## src/rtl/hwag_period_capture_n_if.sv

```systemverilog
// Tooth-period capture bus: edge strobe and clock enable in, period history and status out.
// master drives ena/edge_in and reads results; slave is the capture block.
interface hwag_period_capture_n_if #(
    parameter int WIDTH = 24,
    parameter int DEPTH = 3
);
    logic                     ena;
    logic                     edge_in;
    logic [DEPTH*WIDTH-1:0]   q;
    logic [DEPTH-1:0]         valid;
    logic                     cap;
    logic                     gap;
    logic                     stall;

    modport master (
        output ena, edge_in,
        input  q, valid, cap, gap, stall
    );

    modport slave (
        input  ena, edge_in,
        output q, valid, cap, gap, stall
    );
endinterface

```

## src/rtl/hwag_period_capture_n.sv

```systemverilog
// Measures VR tooth periods in enabled clock cycles, keeps a DEPTH-deep history.
// Ports: clk, rst (sync active-high), bus (slave): ena, edge_in -> q, valid, cap, gap, stall.
module hwag_period_capture_n #(
    parameter int WIDTH   = 24,
    parameter int DEPTH   = 3,
    parameter int GAP_SHL = 1
) (
    input  logic clk,
    input  logic rst,
    hwag_period_capture_n_if.slave bus
);
    localparam int GW = WIDTH + GAP_SHL;
    localparam logic [WIDTH-1:0] MAX   = '1;
    localparam logic [WIDTH-1:0] MAXM1 = MAX - WIDTH'(1);

    logic [WIDTH-1:0]       cnt;
    logic                   started;
    logic [DEPTH*WIDTH-1:0] hist;
    logic [DEPTH-1:0]       valid_r;
    logic                   cap_r;
    logic                   gap_r;
    logic                   stall_r;

    logic [DEPTH*WIDTH-1:0] hist_sh;
    logic [DEPTH-1:0]       valid_sh;
    logic [GW-1:0]          cnt_x;
    logic [GW-1:0]          thr;
    logic                   longer;

    // Shifted history; with a single stage the shift degenerates to a load.
    if (DEPTH == 1) begin : g_one
        assign hist_sh  = cnt;
        assign valid_sh = 1'b1;
    end else begin : g_many
        assign hist_sh  = {hist[(DEPTH-1)*WIDTH-1:0], cnt};
        assign valid_sh = {valid_r[DEPTH-2:0], 1'b1};
    end

    // Threshold widened so the shift never drops high bits.
    assign cnt_x  = GW'(cnt);
    assign thr    = GW'(hist[WIDTH-1:0]) << GAP_SHL;
    assign longer = cnt_x > thr;

    always_ff @(posedge clk) begin
        cap_r <= 1'b0;
        gap_r <= 1'b0;
        if (rst) begin
            cnt     <= '0;
            started <= 1'b0;
            hist    <= '0;
            valid_r <= '0;
            stall_r <= 1'b0;
        end else if (bus.ena) begin
            if (bus.edge_in) begin
                cnt <= WIDTH'(1);
                if (started && cnt != MAX) begin
                    hist    <= hist_sh;
                    valid_r <= valid_sh;
                    cap_r   <= 1'b1;
                    gap_r   <= valid_r[0] & longer;
                end else begin
                    // Reference edge: restarts measurement only.
                    started <= 1'b1;
                    stall_r <= 1'b0;
                end
            end else if (cnt < MAXM1) begin
                cnt <= cnt + WIDTH'(1);
            end else if (cnt == MAXM1) begin
                cnt <= MAX;
                // Wheel stopped: history kept but marked stale.
                if (started) begin
                    stall_r <= 1'b1;
                    valid_r <= '0;
                    started <= 1'b0;
                end
            end
        end
    end

    assign bus.q     = hist;
    assign bus.valid = valid_r;
    assign bus.cap   = cap_r;
    assign bus.gap   = gap_r;
    assign bus.stall = stall_r;
endmodule

```

## src/flat_wrapper.sv

```systemverilog
// flat-port wrapper written by rule: the top's interface ports become plain ports
module hwag_period_capture_n_flat 
#(
    parameter int WIDTH   = 24,
    parameter int DEPTH   = 3,
    parameter int GAP_SHL = 1
)
  (clk, rst, bus_ena, bus_edge_in, bus_q, bus_valid, bus_cap, bus_gap, bus_stall);
  hwag_period_capture_n_if #(.WIDTH(WIDTH), .DEPTH(DEPTH)) bus_i ();
  input  logic clk;
  input  logic rst;
  input wire logic [$bits(bus_i.ena)-1:0] bus_ena;
  input wire logic [$bits(bus_i.edge_in)-1:0] bus_edge_in;
  output wire logic [$bits(bus_i.q)-1:0] bus_q;
  output wire logic [$bits(bus_i.valid)-1:0] bus_valid;
  output wire logic [$bits(bus_i.cap)-1:0] bus_cap;
  output wire logic [$bits(bus_i.gap)-1:0] bus_gap;
  output wire logic [$bits(bus_i.stall)-1:0] bus_stall;
  assign bus_i.ena = bus_ena;
  assign bus_i.edge_in = bus_edge_in;
  assign bus_q = bus_i.q;
  assign bus_valid = bus_i.valid;
  assign bus_cap = bus_i.cap;
  assign bus_gap = bus_i.gap;
  assign bus_stall = bus_i.stall;
  hwag_period_capture_n #(.WIDTH(WIDTH), .DEPTH(DEPTH), .GAP_SHL(GAP_SHL)) u_core (.clk(clk), .rst(rst), .bus(bus_i));
endmodule
```

## config.mk

```make
export PLATFORM = sky130hd
export DESIGN_NAME = hwag_period_capture_n_flat
export DESIGN_NICKNAME = d
export VERILOG_FILES = /design/src/rtl/hwag_period_capture_n_if.sv /design/src/rtl/hwag_period_capture_n.sv /design/src/flat_wrapper.sv
export SDC_FILE = /design/constraint.sdc
export NUM_CORES = 1
export LEC_CHECK = 0
export ABC_AREA = 1
export CORE_MARGIN = 2
export CORE_UTILIZATION = 58
export CTS_CLUSTER_SIZE = 25
export DETAILED_ROUTE_END_ITERATION = 7
export PLACE_DENSITY = 0.84
export SLEW_MARGIN = 25
export SYNTH_ARGS = -nofsm -noshare
export SYNTH_HDL_FRONTEND = slang
export SYNTH_SLANG_ARGS = --single-unit
```

## constraint.sdc

```tcl
create_clock -name clk -period 3.49 [get_ports clk]
set_input_delay 1.047 -clock clk [delete_from_list [all_inputs] [get_ports clk]]
set_output_delay 1.047 -clock clk [all_outputs]
set_load 0.01 [all_outputs]
```

==> impl_results.md, run 1 <==
- DIE AREA: 0.00945 mm^2
- Sequential Area: 0.00206 mm^2
- CTS buffer count: 9
- FF-to-FF setup slack: 0.88 ns
- Relative slew slack: 59.5%
- Lkg Pwr: 2.13 nW
- RSZ-0062 raised after global routing: false
- Critical Setup Path Class: reg2reg
- # Post-CTS Setup Buffers: 0
- HP Start: u_core.bus.q[60]
- Final worst setup slack: 0.880 ns
- Resized cells post-CTS: 0
- Rows: 34
- Die height: 97.2 um
- Hold EP: u_core.bus.q[60]
- Final hold viol count: 0
- Crit Path Max Fanout: 25
- Number of I/O port buffers: 81
- Core area: 0.00855 mm^2
- Largest net degree at the start of global routing: 76
- Hold path cells: 2
- Worst R2R Path Depth: 7
- Place WS: 0.702 ns
- Worst-skew pair later-pin latency: 0.38 ns
- Startpoint types: register
- Max Cap Viol: 0
- Chip Width: 97.2 um
- Req. time, crit path: 3.73 ns
- I/O pins: 82
- Initial Utilization: 58.9%
- Crit path time final: 2.61 ns
- Final Skew: 0.0117 ns
- Worst Setup End Kind: register
- DRC errors left: 0
- First-pass GRT wire length: 21,900 um
- Root buffer cell: clkbuf_8
- Crit path DAT: 2.85 ns
- Clk pin slew, worst setup/hold paths: 0.11 ns
- Tot GR Track Use: 27.9%
- Placed Instances: 851
- Layout cells sized above 1: 5.27%
- #FFs+latches synth: 103
- Routed wire length per instance: 15.2 um
- VDD IR-drop max: 0.000199 V
- Filler Cell Count: 701
- CTS sink cnt: 103
- Remaining global-route overflow: 0
- Vias in the first global route: 4,682
- Final setup TNS: 0 ns
- # setup viols final: 0
- Hold_buf cts: 0
- Final wirelength: 13,200 um
- Pins over their slew limit: 0
- Register area share after synthesis: 40.9%
- CTS Buffer Depth: 2
- Commonest non-fill, non-tap cell in the layout: nand2_1
- Antenna Cells: 0
- Least-Margin Pin Slew: 0.607 ns
- Initial DRT Pass Iterations: 5
- Reg-to-reg critical path endpoint: u_core.cnt[23]
- Most frequent cells in the layout: 150 x nand2_1, 119 x a21oi_1, 103 x dfxtp_1
- Final #Nets: 783
- Area growth, synth to finish: 19.9%
- RR Startpoint: u_core.cnt[6]
- Non-Filler Instances: 867
- Drt via density: 5.73
- Netlist cell types: 26
- Number of synthesis warnings: 0
- Final period utilization: 74.8%
- Routed Antenna Nets: 0
- Htree depth: 3
- Post-Syn Area per Cell: 7.28 um^2
- Routability cong.: 0.945
- CTS tree: done
- Starting DRT DRC Count: 329
- Syn_nets: 721
- DPL Wire Length: 8960 um
- Peak Freq: 383 MHz
- Power per cell area: 363 mW/mm^2
- Post-Syn Instances: 692
- Outcome: finished clean
- Hold/Removal Path Class: reg2reg
- Post-Syn Area: 0.00504 mm^2
- DR vias: 4,970
- Initial antenna violation count: 0
- Multi-input combinational cell area: 0.00256 mm^2
==> per-stage QoR <==
stage / hold slack [ns] / power [mW] / utilization, % / instance area, um^2
detailed placement: 0.456 / 1.42 / 68.2 / 5840
global route: 0.493 / 2.26 / 70.7 / 6040
floorplan: 0.485 / 1.36 / - / 5040
global placement: 0.452 / 1.42 / 68.2 / 5840
CTS: 0.472 / 2.19 / 70.7 / 6040
finish: 0.473 / 2.19 / 70.7 / 6040
==> layout make-up <==
type	count	area share [%]
Multi-Input combinational cell	498	42.4
Sequential cell	103	34.1
Timing Repair Buffer	86	14.4
Inverter	56	3.48
Tap cell	108	2.24
Clock buffer	10	2.11
Clock inverter	6	1.30
==> synthesized netlist by cell type, drive strengths merged <==
library cell | instances | area [um^2]
buf | 21 | 154
o21ai | 57 | 285
nand2 | 159 | 634
xnor2 | 4 | 35.0
xor2 | 4 | 35.0
nor2 | 47 | 209
a21oi | 119 | 596
nor3 | 5 | 25.0
dfxtp | 103 | 2060
and2 | 1 | 6.26
ha | 25 | 313
clkbuf | 14 | 52.6
nand3 | 66 | 348
inv | 56 | 210
o21bai | 1 | 7.51
nand4 | 7 | 43.8
nand3b | 3 | 22.5
==> state kept, by name, indices dropped and copies added, names as in the netlist <==
| register | flops |
|---|---|
| u_core.bus.q | 72 |
| u_core.cnt | 24 |
| u_core.bus.valid | 3 |
| u_core.bus.cap | 1 |
| u_core.bus.gap | 1 |
| u_core.bus.stall | 1 |
| u_core.started | 1 |
==> how the worst max path moves through the flow <==
stage	startpoint	to	cells past startpoint	slack, ns
2_1_floorplan	bus_ena	u_core.bus.q[24]	8	1.59
3_3_place_gp	bus_ena	u_core.bus.q[33]	8	0.79
3_5_place_dp	bus_ena	u_core.bus.q[25]	8	0.70
4_1_cts	u_core.cnt[6]	u_core.cnt[23]	7	1.0
5_1_grt	u_core.cnt[6]	u_core.cnt[0]	7	0.76
6_report	u_core.cnt[6]	u_core.cnt[23]	7	0.88
==> metal layers <==
| metal | track usage, % | part of all wire [%] | vias to the layer above |
|---|---|---|---|
| met3 | 4.68 | 6.9 | 23 |
| met2 | 47.0 | 49 | 216 |
| met4 | 9.97 | 1.9 | 0 |
| li1 | - | - | 2434 |
| met5 | 0 | 0 | - |
| met1 | 36.1 | 42 | 2297 |
==> report_power, final <==
part	internal (mW)	switching [mW]
sequential	1.20	0.0179
clock	0.346	0.447
combinational	0.0698	0.116
total	1.61	0.580
==> critical path: stages (launching register included) <==
cell     delay [ns]
dfxtp_1        0.51
nand2_1        0.19
nor3_1         0.42
nand3_2        0.45
nand2_4        0.45
nand2_4        0.24
nand3_1        0.14
a21oi_1        0.08
==> cells by family after synthesis <==
logic type	share of synthesized area, %
adders and majority gates	6.21
buffers and inverters	8.27
AOI/OAI and AO/OA	17.6
DFF	40.9
xor gates and xnor gates	1.39
and+or+nand+nor	25.6
(Power assumes the default switching activity.)
==> run 2, diff against run 1 <==
CORE_UTILIZATION = 48   (was 58)
PLACE_DENSITY = 0.74   (was 0.84)
clock period = 2.2 ns   (was 3.49 ns; I/O delays follow)
==> impl_results.md, run 2 (synthesis results as in run 1) <==
- Outcome: finished clean
- Sequential Area: 0.00206 mm^2
- Least-Margin Pin Slew: 0.580 ns
- Routed Antenna Nets: 0
- Crit path DAT: 2.33 ns
- Final #Nets: 820
- Largest stage delay on the critical path: 0.34 ns
- Layout cells sized above 1: 9.55%
- Tot GR Track Use: 23.4%
- Met3 usage: 3.37%
- Multi-input combinational cell area: 0.00257 mm^2
- Root buffer cell: clkbuf_8
- DIE AREA: 0.0113 mm^2
- Logic pwr share: 9.6%
- Drt via density: 5.27
- Power per cell area: 523 mW/mm^2
- Top delay family on crit path: simple AND/OR/NAND/NOR gates
- Lkg Pwr: 2.30 nW
- Total power: 3.31 mW
- Worst-skew pair later-pin latency: 0.36 ns
- Clk pin slew, worst setup/hold paths: 0.09 ns
- DRC errors left: 0
- Critical Setup Path Class: reg2reg
- Cell Chain, Critical Path: buf_4, inv_1, ha_1, inv_1, nor2_1, nand2_1, nor2_1, nand2_1, nand2_2, nand2_4, nand2_4, o21ai_0, a21oi_1
- Crit Path Max Fanout: 24
- Initial DRT Pass Iterations: 5
- Starting DRT DRC Count: 274
- DPL Wire Length: 9800 um
- Core area: 0.0103 mm^2
- Relative slew slack: 61.0%
- Met1 usage: 32.3%
- Htree depth: 3
- Number of I/O port buffers: 81
- Largest net degree at the start of global routing: 59
- # setup viols final: 0
- Final core utilization: 61.7%
- CTS sink cnt: 103
- Largest register FFs: 72
- GR peak layer: met2
- Max Cap Viol: 0
- Crit-path slowest cell: dfxtp_1
- RSZ-0062 raised after global routing: false
- I/O pins: 82
- Final Skew: 0.0113 ns
- Initial Utilization: 49.0%
- Remaining global-route overflow: 0
- Req. time, crit path: 2.50 ns
- Final wirelength: 13,200 um
- Clock power frac: 32.4%
- Vias in the first global route: 4,501
- DR vias: 4,912
- Routability cong.: 0.836
- Final hold viol count: 0
- CTS buffer count: 9
- First-pass GRT wire length: 21,500 um
- Net Sw Power: 0.869 mW
- CTS Buffer Depth: 2
- Crit path time final: 2.03 ns
- Chip Width: 106 um
- Rows: 37
- Peak Freq: 493 MHz
- Sw frac: 26.2%
- Routed wire length per instance: 14.2 um
- Initial antenna violation count: 0
- Hold_buf cts: 0
- Die height: 106 um
- Final period utilization: 92.3%
- Sequential share of power: 58.0%
- Final setup TNS: 0 ns
- Met2 Use GR: 38.4%
- Antenna Cells: 0
- Internal power: 2.44 mW
- CTS tree: done
- VDD IR-drop max: 0.000445 V
- Worst Setup End Kind: register
- Hold/Removal Path Class: reg2reg
- Most frequent cells in the layout: 150 x nand2_1, 119 x a21oi_1, 101 x dfxtp_1
- Pins over their slew limit: 0
- CP Buf/Inv Count: 3
- Commonest non-fill, non-tap cell in the layout: nand2_1
- Startpoint types: register
- Area growth, synth to finish: 25.8%
- Filler Cell Count: 951
run 2: cell count changes in the layout (fill, tap and decap cells not counted), moves of 2 or more:
cell      change
clkbuf_1      +2
clkinv_4      -2
inv_8         -2
dfxtp_1       -2
buf_4        +36
dfxtp_2       +2
run 2: cell type report:
class / count / share of cell area (%)
Clock buffer: 12 / 2.13
Clock inverter: 4 / 0.474
Inverter: 56 / 3.32
Multi-Input combinational cell: 498 / 40.5
Sequential cell: 103 / 32.6
Tap cell: 136 / 2.69
Timing Repair Buffer: 123 / 18.3
run 2: worst paths after layout:
check	slack [ns]	from	to	cells after the start
worst min-delay path	0.47	u_core.bus.q[50]	u_core.bus.q[50]	2
worst min register to register	0.47	u_core.bus.q[50]	u_core.bus.q[50]	2
worst max register to register	0.17	u_core.cnt[0]	u_core.cnt[0]	13
worst max-delay path	0.17	u_core.cnt[0]	u_core.cnt[0]	13
run 2: repair_timing:
item                                    CTS  global route
resized for setup                         0             3
endpoints found under the setup margin    0            26
buffers inserted                          0             4
run 2: tightest hold or removal path: cells and delay by family (launching register included):
| family | cells | cell delay (ns) |
|---|---|---|
| flops | 1 | 0.32 |
| simple gates | 1 | 0.06 |
| compound gates | 1 | 0.05 |
run 2: layer usage:
layer | vias up | share of wire, %
li1 | 2499 | -
met1 | 2249 | 46
met2 | 153 | 47
met3 | 11 | 5.7
met4 | 0 | 1.3
met5 | - | 0
run 2: power groups by stage:
stage / sequential [mW] / combinational, mW / clock (mW)
finish: 1.92 / 0.317 / 1.07
global route: 1.93 / 0.349 / 1.17
CTS: 1.92 / 0.313 / 1.09
detailed placement: 1.96 / 0.311 / 0
global placement: 1.96 / 0.304 / 0
floorplan: 1.98 / 0.175 / 0
run 2: per-stage QoR:
stage,setup WS (ns),std cells,hold slack [ns],cell area [um^2]
detailed placement,0.0198,913,0.457,6140
CTS,0.160,929,0.473,6300
global placement,0.0997,913,0.451,6140
floorplan,0.346,692,0.485,5040
finish,0.170,932,0.469,6340
global route,0.0333,932,0.494,6340
==> RTL change: new RTL, flow settings as in run 2 <==
`WIDTH` is set to 24 in 3 places; all go to 48.
--- a/src/rtl/hwag_period_capture_n_if.sv
+++ b/src/rtl/hwag_period_capture_n_if.sv
@@ -2,5 +2,5 @@
 // master drives ena/edge_in and reads results; slave is the capture block.
 interface hwag_period_capture_n_if #(
-    parameter int WIDTH = 24,
+    parameter int WIDTH = 48,
     parameter int DEPTH = 3
 );
--- a/src/rtl/hwag_period_capture_n.sv
+++ b/src/rtl/hwag_period_capture_n.sv
@@ -2,5 +2,5 @@
 // Ports: clk, rst (sync active-high), bus (slave): ena, edge_in -> q, valid, cap, gap, stall.
 module hwag_period_capture_n #(
-    parameter int WIDTH   = 24,
+    parameter int WIDTH   = 48,
     parameter int DEPTH   = 3,
     parameter int GAP_SHL = 1
--- a/src/flat_wrapper.sv
+++ b/src/flat_wrapper.sv
@@ -2,5 +2,5 @@
 module hwag_period_capture_n_flat 
 #(
-    parameter int WIDTH   = 24,
+    parameter int WIDTH   = 48,
     parameter int DEPTH   = 3,
     parameter int GAP_SHL = 1
Interface: changed (resized bus_q); port bits go from 82 to 154. No check against the original RTL was run, so the function may have changed too.
==> RTL change against run 2 <==
Sequential cell count increased by 96. Worst setup slack got worse by 0.071 ns. Power rose by 120%. Routed wire length rose by 130%. Synthesized area is 99% higher. Synthesized cell count increased by 110%. Cell area grew 100%. Sequential share of layout area fell by 1.8 points. Critical path type is now flop to output port. Highest routed layer unchanged.
==> RTL change: results (changes against run 2) <==
\begin{tabular}{lr}
\hline
Metric & Value \\
\hline
\multicolumn{2}{l}{\textbf{Status}} \\
\quad Status & finished, final reports clean \\
\multicolumn{2}{l}{\textbf{GRT}} \\
\quad Via count of the first global-routing pass & 9600 (+110\%) \\
\quad Total global routing track utilization & 0.272 (+0.0381) \\
\quad Maximum number of pins on one net before global-route repair & 76 (+29\%) \\
\multicolumn{2}{l}{\textbf{Drt}} \\
\quad Vias per cell & 5.45 (+3.4\%) \\
\quad DR iter-0 viols & 893 (+230\%) \\
\quad Routed wire length per instance & 15.8 um (+11\%) \\
\multicolumn{2}{l}{\textbf{Synthesis}} \\
\quad Post-Syn Nets & 1495 (+110\%) \\
\quad Main area contributors after synthesis & dfxtp\_1 (40\%), nand2\_1 (15\%), a21oi\_1 (12\%), nand3\_1 (6.5\%), ha\_1 (6.1\%) \\
\quad Count of unique library cells instantiated by Yosys & 32 (+23\%) \\
\quad Portion of the post-synthesis area used by sequential elements & 0.397 (-0.0126) \\
\multicolumn{2}{l}{\textbf{Setup path}} \\
\quad Setup slack on the worst flop-to-flop path & 0.15 ns (-0.02 ns) \\
\quad Worst setup path startpoint & u\_core.bus.q[47] \\
\quad Worst reg2reg path startpoint & u\_core.cnt[1] \\
\quad Reg2reg end & u\_core.cnt[33] \\
\quad Standard cell with the maximum stage delay on the critical path & clkdlybuf4s50\_1 \\
\quad Data arrival time of the worst path & 1.44 ns (-0.89 ns) \\
\quad Peak fanout along the critical path & 4 (-83\%) \\
\quad Number of cells on the worst reg-to-reg path & 9 (-4) \\
\quad CP max stage delay & 0.59 ns (+0.25 ns) \\
\multicolumn{2}{l}{\textbf{Power}} \\
\quad Static Leakage & 4.61 nW (+100\%) \\
\quad Net switching component of the power & 1.91 mW (+120\%) \\
\multicolumn{2}{l}{\textbf{Clock network}} \\
\quad Insertion delay of the later-clocked pin in the worst-skew pair & 0.44 ns (+0.08 ns) \\
\quad Max H-tree Level & 4 (+1) \\
\multicolumn{2}{l}{\textbf{Final layout}} \\
\quad Filler cell count & 1859 (+95\%) \\
\quad Layout Nets & 1683 (+110\%) \\
\multicolumn{2}{l}{\textbf{Placed design}} \\
\quad Routability-driven placement congestion ratio & 0.951 (+14\%) \\
\multicolumn{2}{l}{\textbf{STA}} \\
\quad Worst-Margin Slew & 0.548 ns (-0.0323 ns) \\
\hline
\end{tabular}
==> RTL change: area by class of cell <==
cell class	count	area, um2	share of cell area
multi-input cells	1062	5220	0.402
flip-flops and latches	199	4000	0.308
repair buffers	247	2430	0.187
clock buffers	18	439	0.0338
inverters	103	387	0.0298
well taps	270	338	0.0260
clock inverters	14	174	0.0134
==> RTL change: cells by family after synthesis <==
kind of cell	count (synthesis)	synth area share
AOI/OAI and AO/OA	305	0.153
DFF	199	0.397
xor gates and xnor gates	15	0.0131
buffers and inverters	181	0.0854
and+or+nand+nor	693	0.291
adders and majority gates	49	0.0610
==> RTL change: worst min path at each step <==
stage	endpoint	slack [ns]	cells past startpoint
after floorplan	u_core.bus.q[130]	0.49	2
after global placement	u_core.bus.q[108]	0.45	2
after detailed placement	u_core.bus.q[135]	0.46	2
after CTS	u_core.bus.q[135]	0.47	2
after global routing	u_core.bus.q[105]	0.49	2
final	u_core.bus.q[104]	0.47	2
==> RTL change: repair_timing <==
action | CTS | global route
setup endpoints to repair | 0 | 112
hold buffers | 0 | 0
buffers inserted | 0 | 2
resized for setup | 0 | 17
==> RTL change: through the flow <==
| step | setup WS [ns] | instances |
|---|---|---|
| 6_report | 0.0985 | 1913 |
| 5_1_grt | 0.0170 | 1913 |
| 4_1_cts | 0.0671 | 1910 |
| 3_5_place_dp | -0.123 | 1878 |
| 3_3_place_gp | -0.0530 | 1878 |
| 2_1_floorplan | 0.351 | 1442 |
==> RTL change: metal layers <==
metal	wire [um]	vias to the layer above	GRT usage
li1	-	5129	-
met1	13600	4854	0.380
met2	13800	397	0.438
met3	2220	49	0.0433
met4	563	0	0.0733
met5	0	-	0
==> RTL change: power by group through the flow <==
stage | logic [mW] | clock network, mW | registers (mW)
2_1_floorplan | 0.300 | 0 | 3.76
3_3_place_gp | 0.519 | 0 | 3.75
3_5_place_dp | 0.526 | 0 | 3.75
4_1_cts | 0.530 | 3.25 | 3.67
5_1_grt | 0.586 | 3.40 | 3.67
6_report | 0.540 | 3.20 | 3.67
